==> src/rtl/ex_mul_sched_pkg.sv <==
// Shared constants, FSM encoding and helpers for the multiplier-decomposition scheduler.
// Codes are {int_or_fra, i[4:0]}, six per engine result.
package ex_mul_sched_pkg;

  localparam int X_W     = 15;
  localparam int CODE_W  = 6;
  localparam int N_CODES = 6;
  localparam int CODES_W = N_CODES * CODE_W;

  typedef enum logic [3:0] {
    ST_IDLE  = 4'b0001,
    ST_ISSUE = 4'b0010,
    ST_WAIT  = 4'b0100,
    ST_HOLD  = 4'b1000
  } state_e;

  function automatic int rr_next(input int id, input int n);
    return (id + 1 >= n) ? 0 : id + 1;
  endfunction

endpackage

==> src/rtl/ex_mul_sched_if.sv <==
// Requester, engine and consumer signals of the scheduler, bundled as one interface.
// The master modport is the scheduler's view; slave is the surrounding environment.
interface ex_mul_sched_if
  import ex_mul_sched_pkg::*;
#(
  parameter int N_REQ = 4
) ();

  localparam int ID_W = (N_REQ > 1) ? $clog2(N_REQ) : 1;

  logic [N_REQ-1:0]       req_valid;
  logic [N_REQ*X_W-1:0]   req_x;
  logic [N_REQ-1:0]       req_ready;
  logic [X_W-1:0]         eng_x;
  logic                   eng_start;
  logic                   eng_done;
  logic [CODES_W-1:0]     eng_codes;
  logic                   res_valid;
  logic                   res_ready;
  logic [ID_W-1:0]        res_id;
  logic [CODES_W-1:0]     res_codes;
  logic                   res_timeout;
  logic                   busy;

  modport master (
    input  req_valid, req_x, eng_done, eng_codes, res_ready,
    output req_ready, eng_x, eng_start, res_valid, res_id, res_codes, res_timeout, busy
  );

  modport slave (
    output req_valid, req_x, eng_done, eng_codes, res_ready,
    input  req_ready, eng_x, eng_start, res_valid, res_id, res_codes, res_timeout, busy
  );

endinterface

==> src/rtl/ex_rr_arbiter.sv <==
// Combinational rotate-priority arbiter: first requester at or above ptr, wrapping.
// Produces a one-hot grant and its encoded index.
module ex_rr_arbiter #(
  parameter int N_REQ = 4,
  parameter int ID_W  = 2
) (
  input  logic [N_REQ-1:0] req,
  input  logic [ID_W-1:0]  ptr,
  output logic [N_REQ-1:0] gnt,
  output logic [ID_W-1:0]  gnt_id,
  output logic             gnt_any
);

  logic [2*N_REQ-1:0] req_dbl;
  logic [2*N_REQ-1:0] rot_dbl;
  logic [N_REQ-1:0]   rot;
  logic [N_REQ-1:0]   seen;
  logic [N_REQ-1:0]   first;
  logic [2*N_REQ-1:0] first_dbl;
  logic [2*N_REQ-1:0] gnt_dbl;

  // Doubling the vector turns the wrap-around into a plain shift; both halves
  // carry the same bit at any index they share, so OR-ing them is exact.
  assign req_dbl   = {req, req};
  assign rot_dbl   = req_dbl >> ptr;
  assign rot       = rot_dbl[N_REQ-1:0] | rot_dbl[2*N_REQ-1:N_REQ];

  generate
    for (genvar gi = 0; gi < N_REQ; gi++) begin : g_prio
      if (gi == 0) begin : g_first
        assign seen[gi] = 1'b0;
      end else begin : g_rest
        assign seen[gi] = seen[gi-1] | rot[gi-1];
      end
      assign first[gi] = rot[gi] & ~seen[gi];
    end
  endgenerate

  assign first_dbl = {first, first};
  assign gnt_dbl   = first_dbl << ptr;
  assign gnt       = gnt_dbl[2*N_REQ-1:N_REQ] | gnt_dbl[N_REQ-1:0];
  assign gnt_any   = |req;

  always_comb begin
    gnt_id = '0;
    for (int k = 0; k < N_REQ; k++) begin
      if (gnt[k]) gnt_id = gnt_id | ID_W'(k);
    end
  end

endmodule

==> src/rtl/ex_mul_sched.sv <==
// Round-robin scheduler sharing one multiplier-decomposition engine among N_REQ requesters,
// with a watchdog that closes engine runs that retire without a done pulse.
module ex_mul_sched
  import ex_mul_sched_pkg::*;
#(
  parameter int N_REQ   = 4,
  parameter int TIMEOUT = 32
) (
  input  logic          clk,
  input  logic          rst_n,
  ex_mul_sched_if.master bus
);

  localparam int ID_W = (N_REQ > 1) ? $clog2(N_REQ) : 1;
  localparam int WD_W = $clog2(TIMEOUT);

  state_e             state_q, state_d;
  logic [ID_W-1:0]    rr_ptr_q, rr_ptr_d;
  logic [ID_W-1:0]    id_q, id_d;
  logic [X_W-1:0]     eng_x_q, eng_x_d;
  logic [N_REQ-1:0]   req_ready_q, req_ready_d;
  logic               eng_start_q, eng_start_d;
  logic               res_valid_q, res_valid_d;
  logic               res_timeout_q, res_timeout_d;
  logic               busy_q, busy_d;
  logic [CODES_W-1:0] res_codes_q, res_codes_d;
  logic [WD_W-1:0]    wd_q, wd_d;

  logic [N_REQ-1:0]   gnt;
  logic [ID_W-1:0]    gnt_id;
  logic               gnt_any;
  logic [X_W-1:0]     gnt_x;

  ex_rr_arbiter #(
    .N_REQ (N_REQ),
    .ID_W  (ID_W)
  ) u_arb (
    .req     (bus.req_valid),
    .ptr     (rr_ptr_q),
    .gnt     (gnt),
    .gnt_id  (gnt_id),
    .gnt_any (gnt_any)
  );

  always_comb begin
    gnt_x = '0;
    for (int k = 0; k < N_REQ; k++) begin
      if (gnt[k]) gnt_x = bus.req_x[k*X_W +: X_W];
    end
  end

  // eng_start and req_ready are raised on the transition into ISSUE so that,
  // being registered, they are high exactly during the ISSUE cycle.
  always_comb begin
    state_d       = state_q;
    rr_ptr_d      = rr_ptr_q;
    id_d          = id_q;
    eng_x_d       = eng_x_q;
    req_ready_d   = '0;
    eng_start_d   = 1'b0;
    res_valid_d   = res_valid_q;
    res_codes_d   = res_codes_q;
    res_timeout_d = res_timeout_q;
    wd_d          = wd_q;
    case (state_q)
      ST_IDLE: begin
        if (gnt_any) begin
          state_d     = ST_ISSUE;
          eng_x_d     = gnt_x;
          id_d        = gnt_id;
          req_ready_d = gnt;
          eng_start_d = 1'b1;
        end
      end
      ST_ISSUE: begin
        wd_d    = '0;
        state_d = ST_WAIT;
      end
      ST_WAIT: begin
        wd_d = wd_q + 1'b1;
        if (bus.eng_done) begin
          res_codes_d   = bus.eng_codes;
          res_timeout_d = 1'b0;
          res_valid_d   = 1'b1;
          state_d       = ST_HOLD;
        end else if (wd_q == WD_W'(TIMEOUT - 1)) begin
          res_codes_d   = bus.eng_codes;
          res_timeout_d = 1'b1;
          res_valid_d   = 1'b1;
          state_d       = ST_HOLD;
        end
      end
      ST_HOLD: begin
        if (bus.res_ready) begin
          res_valid_d = 1'b0;
          rr_ptr_d    = ID_W'(rr_next(int'(id_q), N_REQ));
          state_d     = ST_IDLE;
        end
      end
      default: begin
        state_d     = ST_IDLE;
        res_valid_d = 1'b0;
      end
    endcase
    busy_d = (state_d != ST_IDLE);
  end

  always_ff @(posedge clk) begin
    if (!rst_n) begin
      state_q       <= ST_IDLE;
      rr_ptr_q      <= '0;
      id_q          <= '0;
      eng_x_q       <= '0;
      req_ready_q   <= '0;
      eng_start_q   <= 1'b0;
      res_valid_q   <= 1'b0;
      res_codes_q   <= '0;
      res_timeout_q <= 1'b0;
      busy_q        <= 1'b0;
      wd_q          <= '0;
    end else begin
      state_q       <= state_d;
      rr_ptr_q      <= rr_ptr_d;
      id_q          <= id_d;
      eng_x_q       <= eng_x_d;
      req_ready_q   <= req_ready_d;
      eng_start_q   <= eng_start_d;
      res_valid_q   <= res_valid_d;
      res_codes_q   <= res_codes_d;
      res_timeout_q <= res_timeout_d;
      busy_q        <= busy_d;
      wd_q          <= wd_d;
    end
  end

  assign bus.req_ready   = req_ready_q;
  assign bus.eng_x       = eng_x_q;
  assign bus.eng_start   = eng_start_q;
  assign bus.res_valid   = res_valid_q;
  assign bus.res_id      = id_q;
  assign bus.res_codes   = res_codes_q;
  assign bus.res_timeout = res_timeout_q;
  assign bus.busy        = busy_q;

endmodule

==> src/flat_wrapper.sv <==
// flat-port wrapper written by rule: the top's interface ports become plain ports
module ex_mul_sched_flat import ex_mul_sched_pkg::*;
#(
  parameter int N_REQ   = 4,
  parameter int TIMEOUT = 32
)
  (clk, rst_n, bus_req_valid, bus_req_x, bus_eng_done, bus_eng_codes, bus_res_ready, bus_req_ready, bus_eng_x, bus_eng_start, bus_res_valid, bus_res_id, bus_res_codes, bus_res_timeout, bus_busy);
  ex_mul_sched_if #(.N_REQ(N_REQ)) bus_i ();
  input  logic clk;
  input  logic rst_n;
  input wire logic [$bits(bus_i.req_valid)-1:0] bus_req_valid;
  input wire logic [$bits(bus_i.req_x)-1:0] bus_req_x;
  input wire logic [$bits(bus_i.eng_done)-1:0] bus_eng_done;
  input wire logic [$bits(bus_i.eng_codes)-1:0] bus_eng_codes;
  input wire logic [$bits(bus_i.res_ready)-1:0] bus_res_ready;
  output wire logic [$bits(bus_i.req_ready)-1:0] bus_req_ready;
  output wire logic [$bits(bus_i.eng_x)-1:0] bus_eng_x;
  output wire logic [$bits(bus_i.eng_start)-1:0] bus_eng_start;
  output wire logic [$bits(bus_i.res_valid)-1:0] bus_res_valid;
  output wire logic [$bits(bus_i.res_id)-1:0] bus_res_id;
  output wire logic [$bits(bus_i.res_codes)-1:0] bus_res_codes;
  output wire logic [$bits(bus_i.res_timeout)-1:0] bus_res_timeout;
  output wire logic [$bits(bus_i.busy)-1:0] bus_busy;
  assign bus_i.req_valid = bus_req_valid;
  assign bus_i.req_x = bus_req_x;
  assign bus_i.eng_done = bus_eng_done;
  assign bus_i.eng_codes = bus_eng_codes;
  assign bus_i.res_ready = bus_res_ready;
  assign bus_req_ready = bus_i.req_ready;
  assign bus_eng_x = bus_i.eng_x;
  assign bus_eng_start = bus_i.eng_start;
  assign bus_res_valid = bus_i.res_valid;
  assign bus_res_id = bus_i.res_id;
  assign bus_res_codes = bus_i.res_codes;
  assign bus_res_timeout = bus_i.res_timeout;
  assign bus_busy = bus_i.busy;
  ex_mul_sched #(.N_REQ(N_REQ), .TIMEOUT(TIMEOUT)) u_core (.clk(clk), .rst_n(rst_n), .bus(bus_i));
endmodule
==> config.mk <==
export PLATFORM = sky130hd
export DESIGN_NAME = ex_mul_sched_flat
export DESIGN_NICKNAME = d
export VERILOG_FILES = /design/src/rtl/ex_mul_sched_pkg.sv /design/src/rtl/ex_mul_sched_if.sv /design/src/rtl/ex_rr_arbiter.sv /design/src/rtl/ex_mul_sched.sv /design/src/flat_wrapper.sv
export SDC_FILE = /design/constraint.sdc
export NUM_CORES = 1
export LEC_CHECK = 0
export CORE_ASPECT_RATIO = 1.25
export CORE_MARGIN = 3
export CORE_UTILIZATION = 41
export DETAILED_ROUTE_END_ITERATION = 10
export PLACE_DENSITY = 0.8
export SLEW_MARGIN = 15
export SYNTH_ARGS = -nofsm -noshare
export SYNTH_HDL_FRONTEND = slang
export SYNTH_SLANG_ARGS = --single-unit
==> constraint.sdc <==
create_clock -name clk -period 2.76 [get_ports clk]
set_input_delay 0.276 -clock clk [delete_from_list [all_inputs] [get_ports clk]]
set_output_delay 0.276 -clock clk [all_outputs]
set_load 0.05 [all_outputs]
**Yosys cells after proc, flatten, opt, wreduce, memory -nomap -nowiden**

Index checks and enable logic that the tools add are counted.

- Add/sub/neg operators: 2
- $lt $le $gt $ge: 1
- Equal/unequal tests: 8
- Shifts and indexed selects: 2
- Muxes and demuxes: 22
- Bitwise logic cells: 11
- Reductions and logical operators: 10

Operator list:

| kind | count |
|---|---|
| $mux W36 | 2 |
| $mux W15 | 4 |
| $mux W4 | 4 |
| $pmux W4 S4 | 1 |
| $pmux W5 S2 | 1 |
| $or A4 B4 Y4 | 2 |
| $reduce_and A2 Y1 | 4 |
| $shl A8 B2 Y8 | 1 |
| $shr A8 B2 Y8 | 1 |
| $mux W1 | 6 |
| $mux W2 | 3 |
| $reduce_and A3 Y1 | 2 |
| $add A5 B1 Y5 const B | 1 |
| $eq A5 B5 Y1 const B | 1 |
| $eq A4 B1 Y1 const B | 1 |
| $eq A4 B2 Y1 const B | 1 |
| $eq A4 B3 Y1 const B | 1 |
| $eq A4 B4 Y1 const B | 1 |
| $ne A4 B1 Y1 const B | 1 |
| $not A1 Y1 | 4 |
| $reduce_bool A2 Y1 | 2 |
| $reduce_or A4 Y1 | 1 |
| $add A2 B1 Y3 const B | 1 |
| $and A1 B1 Y1 | 3 |
| 6 further kinds | 7 |

- Register bits: 72
- Input bits: 104
- Output and inout bits: 61
- Word-level logic and storage cells: 67

**Depth between registers and ports, before layout**

Gate-level depths: netlist of the first run.

- Depth after elaboration: 12
- Gate-level depth with buffers: 8
- Depth with buffers taken out: 7

**Hierarchy**

From an unflattened synthesis of the first run, not the netlist that was laid out.

- Cell total of the unflattened synthesis: 380
- Area, all modules: 3617.2 µm²

By module, submodules not included:

| module | instances | cells each | area an instance (µm²) | sequential area each (µm²) |
|---|---|---|---|---|
| ex_mul_sched | 1 | 349 | 3395.8 | 1441.4 |
| ex_rr_arbiter | 1 | 31 | 221.5 | 0.0 |

**Worst setup path before layout of the first run**

No wires, ideal clock.

- Path kind: register -> register
- Start point: reg u_core.wd_q[0]
- End point: reg u_core.res_codes_q[26] (netlist: u_core.bus.res_codes[26])
- Setup time: 0.076 ns
- Data arrival time: 1.863 ns
- Required time: 2.684 ns
- Setup slack: 0.821 ns
- Cell stages (with the launch flop): 8
- Buffers on the path: 1
- Clock period less this slack: 1.939 ns
- Cell sequence: dfxtp_1 > ha_1 > and3_1 > ha_1 > o21ai_1 > clkbuf_1 > nand2_1 > a21boi_0

- Cells in the longest elaborated chain, start to end: 3

Ends and longest elaborated chain:

| what | RTL line | source |
|---|---|---|
| start: declaration | ex_mul_sched.sv:27 | `logic [WD_W-1:0] wd_q, wd_d;` |
| start signal: assignment | ex_mul_sched.sv:132 | `wd_q <= wd_d;` |
| $eq A5 B5 Y1 | ex_mul_sched.sv:86 | `end else if (wd_q == WD_W'(TIMEOUT - 1)) begin` |
| $reduce_bool A2 Y1 (no source line) | n/a |  |
| $reduce_and A2 Y1 (no source line) | n/a |  |
| end signal: assignment | ex_mul_sched.sv:129 | `res_codes_q <= res_codes_d;` |
| end: declaration | ex_mul_sched.sv:26 | `logic [CODES_W-1:0] res_codes_q, res_codes_d;` |

Every way passes these cells.
A chain may end at the register's enable or synchronous reset.

**Worst setup path after layout of the first run**

- Start point: in bus_req_valid[2]
- End point: reg u_core.eng_x_q[4] (netlist: u_core.bus.eng_x[4])

- Cells in the longest elaborated chain, start to end: 12
- Elaborated cells between the ends (all ways): 18
- Those cells by class: shift (2); mux (4); bitwise (10); reduce/logical (2)

Ends and longest elaborated chain:

| what | RTL line | source |
|---|---|---|
| start: declaration | flat_wrapper.sv:11 | `input wire logic [$bits(bus_i.req_valid)-1:0] bus_req_valid;` |
| $shr A8 B2 Y8 | ex_rr_arbiter.sv:25 | `assign rot_dbl = req_dbl >> ptr;` |
| $or A4 B4 Y4 | ex_rr_arbiter.sv:26 | `assign rot = rot_dbl[N_REQ-1:0] \| rot_dbl[2*N_REQ-1:N_REQ];` |
| $or A1 B1 Y1 (2 in a row) | ex_rr_arbiter.sv:33 | `assign seen[gi] = seen[gi-1] \| rot[gi-1];` |
| $not A1 Y1 | ex_rr_arbiter.sv:35 | `assign first[gi] = rot[gi] & ~seen[gi];` |
| $and A1 B1 Y1 | ex_rr_arbiter.sv:35 |  |
| $shl A8 B2 Y8 | ex_rr_arbiter.sv:40 | `assign gnt_dbl = first_dbl << ptr;` |
| $or A4 B4 Y4 | ex_rr_arbiter.sv:41 | `assign gnt = gnt_dbl[2*N_REQ-1:N_REQ] \| gnt_dbl[N_REQ-1:0];` |
| $mux W15 (4 in a row) | ex_mul_sched.sv:48 | `if (gnt[k]) gnt_x = bus.req_x[k*X_W +: X_W];` |
| end signal: assignment | ex_mul_sched.sv:125 | `eng_x_q <= eng_x_d;` |
| end: declaration | ex_mul_sched.sv:20 | `logic [X_W-1:0] eng_x_q, eng_x_d;` |

Parallel ways exist; a longest one is shown, timed or not.

==> impl_metrics.yaml, run 1 <==
run_status:
  status: "complete, no violations"
sta:
  finalCritPeriodShare_pct: 78.89
  slew_viol_final: 0
  finalSetupViolations: 0
  holdWs_ps: 459.1
  rsz0062_at_grt: "false"
  fin_setup_tns_ps: 0
  min_period_ps: 2177
  slew_headroom_pct: 38.40
  worstMarginPinSlew_ps: 920.0
  hold_viol_final: 0
  max_freq_ghz: 0.4593
  skew_ps: 6.199
  setup_ws_ps: 582.6
setup_path:
  worstSetupPathType: "in -> reg"
  cp.required_ps: 3010
  cp-end-kind: "flip-flop"
  crit_path_max_incr_delay_ps: 760
  worstPathArrival_ps: 2430
  slowest_stage: "nor3b_2"
  crit_chain: "clkdlybuf4s50_1, a2bb2oi_1, nor3b_2, o21ai_0, o2111a_1, a211oi_1"
  start_kind: "primary input"
  cp_max_fo: 16
die:
  rows: 37
  chipWidth_um: 88.50
  boundaryPins: 165
  core_mm2: 0.008240
  initial_utilization_pct: 42.33
  fp.dieArea_mm2: 0.009658
  fp.dieH_um: 109.1
cts:
  cts_tree: "built"
  path_clk_slew_ps: 70
  cts_root_buffer: "clkbuf_8"
  cts_sinks: 72
  htree_levels: 3
  hold_buffers: 0
  clkLatencyLatePin_ps: 350
  cts_setup_buffers: 0
  clockBufferDepth: 2
  post_cts_resized: 0
  cts_inserted_buffers: 9
power:
  pwr-share-comb_pct: 26.2
  total_power_mw: 2.755
  irDropWorstVdd_mv: 0.4201
  seqPwrFrac_pct: 41.2
  clkPwrFrac_pct: 32.6
  p_int_mw: 1.912
  p_sw_mw: 0.8425
  p_per_area_mw_per_mm2: 513.5
  p_leak_nw: 1.891
  switching_share_pct: 30.58
placement:
  portBuffers: 164
  place_ws_ps: 271.1
  gp_congestion: 0.7979
  dp.cells: 662
  dp_hpwl_mm: 7.756
  place_area_mm2: 0.005149
finish:
  nets: 683
  final_cell_mix: "164 x clkdlybuf4s50_1, 93 x nand2_1, 72 x dfxtp_1, 44 x a21oi_1, 23 x o21ai_0"
  final_cells: 678
  fin_util_pct: 65.11
  areaGrowthSynthToFinish_pct: 53.80
  layout-drive-gt1-share_pct: 7.057
  fin_area_mm2: 0.005365
  antenna_cells: 0
  layout_commonest_cell: "clkdlybuf4s50_1"
synth:
  synthAdderAreaFrac_pct: 1.076
  synthTopCellsByArea: "dfxtp_1 41%, nand2_1 10%, a21oi_1 6.3%, o2111a_1 4.5%, o221ai_1 3.5%"
  syn_nets: 534
  synthSimpleGateAreaFrac_pct: 21.05
  synth_top_family_by_area: "compound AO/OA/AOI/OAI gates"
  synth.cell_area_mm2: 0.003488
  synth_cells: 427
  synth-compound-area-share_pct: 28.55
  syn_avg_cell_area_um2: 8.169
  ys_types: 50
  synth_edf_count: 0
  synth_top_area_share_pct: 41.32
  synth-seq-area-share_pct: 41.32
  yosysTopAreaCell: "dfxtp_1"
  synthMuxAreaShare_pct: 0.2869
  synthArstFlopShare_pct: 0
  synth_ff_type: "dfxtp_1"
  ys_warn_count: 0
  synth_xor_area_share_pct: 0
  synth-seq-cells: 72
routing:
  drc_errors: 0
  drt_iter0_drc: 133
  wirelength_mm: 10.60
  wl_per_cell_um: 15.63
  via_count: 3603
  antenna_left: 0
  dr.pass1.iters: 4
  vias_per_cell: 5.314
hold_path:
  hold_path_class: "reg -> reg"
global_routing:
  grt_max_degree: 38
  grt.overflow.total: 0
  grt_pass1_wl_mm: 16.88
  grt_pass1_vias: 3505
  grt_usage_pct: 22.49
  antenna_found_initial: 0
job:
  cap_violations: 0
==> power by group through the flow <==
stage	sequential, mW	combinational (mW)	clock [mW]
2_1_floorplan	1.28	0.311	0
4_1_cts	1.14	0.725	0.923
6_report	1.14	0.722	0.897
3_3_place_gp	1.16	0.713	0
5_1_grt	1.14	0.777	0.976
3_5_place_dp	1.16	0.721	0
==> sequential cells by signal, indices dropped and copies added, names as in the netlist <==
signal                  flops
u_core.bus.busy             1
u_core.bus.eng_start        1
u_core.bus.eng_x           15
u_core.bus.req_ready        4
u_core.bus.res_codes       36
u_core.bus.res_id           2
u_core.bus.res_timeout      1
u_core.bus.res_valid        1
u_core.rr_ptr_q             2
u_core.state_q              4
u_core.wd_q                 5
==> worst max-delay path, delay by kind of cell <==
| kind | cells | cell delay, ps |
|---|---|---|
| AO/OA/AOI/OAI | 4 | 820 |
| buffers and inverters | 1 | 560 |
| AND/OR/NAND/NOR | 1 | 760 |
==> layout make-up <==
| class | count | area (um^2) |
|---|---|---|
| multi-input cells | 298 | 1782 |
| clock buffers | 12 | 165.2 |
| flip-flops and latches | 72 | 1441 |
| inverters | 22 | 82.58 |
| well taps | 97 | 121.4 |
| clock inverters | 4 | 51.30 |
| fillers | 704 | 2875 |
| repair buffers | 173 | 1722 |
==> routing by layer <==
layer / part of all wire (%) / vias to the layer above / track usage (%)
met4: 2.5 / 0 / 9.935
met5: 0 / - / 0
met2: 50 / 137 / 38.34
li1: - / 1799 / -
met1: 39 / 1649 / 24.44
met3: 9.0 / 18 / 8.692
==> cells by family after synthesis <==
group,count (synthesis)
buffers and inverters,57
flip-flops,72
adder cells (fa/ha/maj),3
AND/OR/NAND/NOR,152
multiplexers,1
AO/OA/AOI/OAI,142
==> Yosys cell counts, types with 2 or more instances <==
cell type and number:
o21ai_0 23, nand2b_1 8, a2bb2oi_1 2, nor3_1 4
a21boi_0 12, and3_1 2, a211oi_1 16, nand2_1 93
o2111a_1 14, buf_4 2, o221ai_1 14, buf_6 2
nor2b_1 3, inv_1 22, o22ai_1 2, o31ai_1 3
o21bai_1 2, clkbuf_1 17, buf_2 13, dfxtp_1 72
nand2_2 6, nand4_1 2, ha_1 3, a21oi_1 44
nand3_1 4, nor4_4 2, o21a_1 2, o211ai_1 2
nor2_1 14, nand3b_1 2
==> path summary, 6_finish.rpt <==
| check | from | to | slack, ps | cells past startpoint |
|---|---|---|---|---|
| max | bus_req_valid[2] | u_core.bus.eng_x[4] | 580 | 6 |
| min | u_core.bus.res_codes[16] | u_core.bus.res_codes[16] | 460 | 2 |
| max reg2reg | u_core.rr_ptr_q[1] | u_core.bus.eng_x[4] | 600 | 5 |
| min reg2reg | u_core.bus.res_codes[16] | u_core.bus.res_codes[16] | 460 | 2 |
No activity file was read; power rests on OpenSTA's default activity.
==> run 2, diff against run 1 <==
Clock period 2.76 ns to 2.28 ns, I/O delays scaled along.
==> run 2 against run 1 <==
- utilization grew 1.1 points
- via count grew 4.0%
- power grew 27%
- flip-flop and latch count is the same
- die area is the same
- hold slack lost 38 ps
- register-to-register slack lost 310 ps
- clock power grew 38%
- global-route usage shrank 0.15 points
- count of clock-buffer cells in the layout shrank 3
- final cell count grew 0.88%
- sequential power grew 20%
- largest cell class is now non-clock buffers
==> impl_metrics.yaml, run 2 (synthesized netlist as in run 1, its figures left out) <==
sta:
  fin_setup_tns_ps: 0
  worstMarginPinSlew_ps: 618.1
  min_period_ps: 1991
  slew_viol_final: 0
  slew_headroom_pct: 58.48
  max_freq_ghz: 0.5023
  skew_ps: 7.821
  finalCritPeriodShare_pct: 87.32
  finalSetupViolations: 0
  rsz0062_at_grt: "false"
  hold_viol_final: 0
placement:
  dp_hpwl_mm: 7.867
  gp_congestion: 0.8521
  place_area_mm2: 0.005214
  portBuffers: 164
global_routing:
  grt.overflow.total: 0
  antenna_found_initial: 0
  grt_pass1_wl_mm: 17.05
  grt_pass1_vias: 3713
  grt_max_degree: 42
  grt_usage_pct: 22.34
cts:
  clockBufferDepth: 2
  cts_inserted_buffers: 9
  cts_setup_buffers: 0
  post_cts_resized: 0
  cts_tree: "built"
  clkLatencyLatePin_ps: 350
  cts_sinks: 72
  htree_levels: 3
  path_clk_slew_ps: 80
  cts_root_buffer: "clkbuf_8"
  hold_buffers: 0
setup_path:
  crit_chain: "ha_1, and3_1, ha_1, o21a_1, buf_4, nand2_1, a21oi_1"
  slowest_stage: "dfxtp_1"
  cp.required_ps: 2540
  reg2reg_from: "u_core.wd_q[0]"
  worstPathArrival_ps: 2250
  cp-startpoint: "u_core.wd_q[0]"
  start_kind: "flip-flop"
  crit_path_max_incr_delay_ps: 430
  reg2reg_slack_ps: 290
  worstSetupPathType: "reg -> reg"
  cp_max_fo: 36
  r2r-end: "u_core.bus.res_codes[35]"
  endpoint: "u_core.bus.res_codes[35]"
  reg2regPathDepth: 7
  crit_top_cell: "ha_1"
  cp-end-kind: "flip-flop"
finish:
  seq_area_mm2: 0.001441
  fillers: 672
  antenna_cells: 0
  fin_area_mm2: 0.005454
  multiInputGateArea_mm2: 0.001782
  layout-drive-gt1-share_pct: 8.007
  largest_reg_flops: 36
  layout_commonest_cell: "clkdlybuf4s50_1"
  areaGrowthSynthToFinish_pct: 56.35
  nets: 690
  final_cell_mix: "164 x clkdlybuf4s50_1, 93 x nand2_1, 72 x dfxtp_1, 44 x a21oi_1, 23 x o21ai_0"
hold_path:
  hold_path_class: "in -> reg"
  hold_path_depth: 3
  min_from: "bus_eng_codes[11]"
power:
  switching_share_pct: 29.77
  p_per_area_mw_per_mm2: 642.1
  seqPwrFrac_pct: 39.2
  p_leak_nw: 1.945
  pwr-share-comb_pct: 25.6
  irDropWorstVdd_mv: 0.5906
  p_sw_mw: 1.043
  p_int_mw: 2.459
  clkPwrFrac_pct: 35.3
  total_power_mw: 3.502
job:
  cap_violations: 0
die:
  chipWidth_um: 88.50
  fp.dieH_um: 109.1
  rows: 37
  boundaryPins: 165
  core_mm2: 0.008240
  initial_utilization_pct: 42.33
  fp.dieArea_mm2: 0.009658
routing:
  dr.pass1.iters: 4
  via_count: 3746
  drc_errors: 0
  wl_per_cell_um: 15.73
  antenna_left: 0
  wirelength_mm: 10.76
  drt_iter0_drc: 150
  vias_per_cell: 5.477
run_status:
  status: "complete, no violations"
[run 2: cell count changes in the layout (fill, tap and decap cells not counted)]
cell        change
buf_12          +1
buf_4           +6
bufinv_16       +2
clkbuf_8        -3
clkinv_2        -1
clkinvlp_4      -1
inv_6           +2
[run 2: worst max-delay path, delay by kind of cell (launching register included)]
kind / cells / cell delay, ps
buf+inv: 1 / 330
fa+ha+maj: 2 / 520
compound gates: 2 / 330
simple gates: 2 / 290
flops: 1 / 430
[run 2: metrics by stage]
step           std cells  worst slack [ps]  util [%]  hold slack, ps
2_1_floorplan        427             341.2         -           324.6
3_3_place_gp         669             133.2     63.27           441.6
3_5_place_dp         669             66.67     63.27           445.7
4_1_cts              684             278.1     66.19           405.2
5_1_grt              684             140.9     66.19           410.5
6_report             684             289.0     66.19           420.7
[run 2: layer usage]
layer	routed length [um]	global-route usage, %
met1	4146	24.42
met2	5412	39.09
met3	1079	8.844
met4	118	7.235
met5	0	0
[run 2: how the worst min path moves through the flow]
stage | end
finish | u_core.bus.res_codes[11]
global route | u_core.bus.res_codes[11]
CTS | u_core.bus.res_codes[9]
detailed placement | u_core.bus.res_codes[11]
global placement | u_core.bus.res_codes[18]
floorplan | u_core.bus.res_timeout
[run 2: final cells by class]
type	instances	share of cell area (%)
Timing Repair Buffer	180	32.76
Inverter	22	1.514
Sequential cell	72	26.43
Clock inverter	6	2.134
Clock buffer	9	2.271
Tap cell	97	2.225
Multi-Input combinational cell	298	32.67
[run 2: power groups by stage]
stage | sequential, mW | combinational, mW | clock, mW
after floorplan | 1.56 | 0.376 | 0
after global placement | 1.40 | 0.874 | 0
after detailed placement | 1.40 | 0.891 | 0
after CTS | 1.37 | 0.897 | 1.26
after global routing | 1.38 | 0.957 | 1.31
final | 1.37 | 0.895 | 1.24
==> run 3, diff against run 2 <==
Settings changed: GPL_TIMING_DRIVEN set to 0.
==> run 3 against run 2 <==
- cell area is essentially flat
- utilization is essentially flat
- fmax shrank 3.3%
- register-to-register slack lost 70 ps
- largest cell class unchanged
- largest power group unchanged
==> impl_metrics.yaml, run 3 (synthesized netlist as in run 1, its figures left out) <==
cts:
  cts_root_buffer: "clkbuf_8"
  cts_sinks: 72
  cts_tree: "built"
  cts_inserted_buffers: 9
  hold_buffers: 0
  clockBufferDepth: 2
  path_clk_slew_ps: 70
  htree_levels: 3
  clkLatencyLatePin_ps: 350
sta:
  skew_ps: 6.696
  slew_headroom_pct: 61.72
  rsz0062_at_grt: "false"
  hold_viol_final: 0
  worstMarginPinSlew_ps: 574.2
  max_freq_ghz: 0.4857
  finalCritPeriodShare_pct: 90.30
  finalSetupViolations: 0
  min_period_ps: 2059
  slew_viol_final: 0
  fin_setup_tns_ps: 0
routing:
  drt_iter0_drc: 135
  vias_per_cell: 5.253
  wl_per_cell_um: 15.56
  wirelength_mm: 10.95
  dr.pass1.iters: 4
  via_count: 3698
  antenna_left: 0
  drc_errors: 0
finish:
  areaGrowthSynthToFinish_pct: 56.24
  nets: 709
  fillers: 678
  layout_commonest_cell: "clkdlybuf4s50_1"
  largest_reg_flops: 36
  antenna_cells: 0
  fin_area_mm2: 0.005450
  final_cell_mix: "161 x clkdlybuf4s50_1, 93 x nand2_1, 72 x dfxtp_1, 44 x a21oi_1, 23 x o21ai_0"
  fin_util_pct: 66.14
  layout-drive-gt1-share_pct: 8.896
global_routing:
  grt_usage_pct: 22.19
  grt_pass1_wl_mm: 16.86
  grt_max_degree: 12
  grt.overflow.total: 0
  grt_pass1_vias: 3685
  antenna_found_initial: 0
die:
  fp.dieH_um: 109.1
  core_mm2: 0.008240
  initial_utilization_pct: 42.33
  fp.dieArea_mm2: 0.009658
  rows: 37
  chipWidth_um: 88.50
  boundaryPins: 165
setup_path:
  cp.required_ps: 2550
  cp-end-kind: "flip-flop"
  cp_max_fo: 10
  worstSetupPathType: "reg -> reg"
  start_kind: "flip-flop"
  worstPathArrival_ps: 2330
placement:
  gp_congestion: 0.8743
  portBuffers: 161
  place_area_mm2: 0.005221
  dp_hpwl_mm: 8.360
run_status:
  status: "complete, no violations"
power:
  p_per_area_mw_per_mm2: 609.0
  irDropWorstVdd_mv: 0.4761
  p_leak_nw: 1.953
job:
  cap_violations: 0
hold_path:
  hold_path_class: "in -> reg"
[run 3: area by class of cell]
class	count	area (um^2)	share of cell area, %
plain buffers	35	190.2	3.489
flip-flops and latches	72	1441	26.45
well taps	97	121.4	2.227
inverters	22	82.58	1.515
clock buffers	13	158.9	2.916
repair buffers	164	1634	29.98
clock inverters	3	40.04	0.7346
multi-input cells	298	1782	32.69
[run 3: through the flow]
stage                     std cells  hold WS, ps  setup WS, ps  total power, mW
after floorplan                 427        324.6         341.2            1.931
after global placement          685        441.8        -51.20            2.296
after detailed placement        685        447.9        -92.38            2.311
after CTS                       701        292.7         115.5            3.340
after global routing            704        356.7         59.74            3.455
final                           704        312.9         221.1            3.319
[run 3: power breakdown]
group          total (mW)  internal [mW]  leakage [nW]  switching (mW)
registers            1.35           1.32         0.584          0.0303
logic               0.943          0.428          1.27           0.515
clock network        1.03          0.563         0.103           0.466
[run 3: final timing paths]
kind / from / end / slack [ps] / cells past startpoint
max: u_core.wd_q[0] / u_core.bus.res_codes[29] / 220 / 7
min: bus_req_valid[2] / u_core.state_q[0] / 310 / 4
max reg2reg: u_core.wd_q[0] / u_core.bus.res_codes[29] / 220 / 7
min reg2reg: u_core.bus.res_codes[11] / u_core.bus.res_codes[11] / 450 / 2
[run 3: timing repair]
item | 4_1_cts | 5_1_grt
buffers inserted | 0 | 3
pin swaps | 0 | 1
resized for setup | 1 | 6
setup endpoints to repair | 29 | 33
[run 3: critical path, stage by stage, from the launching register on]
cell and delay, ps:
dfxtp_1 360, ha_1 240, and3_1 200, ha_1 250, o21ai_2 390, clkbuf_2 300
nand2_1 70, a21boi_0 170
[run 3: routing by layer]
layer	GRT usage, %	routed length, um	share of wire [%]
met1	23.56	4181	38
met2	39.14	5391	49
met3	8.163	1128	10
met4	9.071	251	2.3
met5	0	0	0
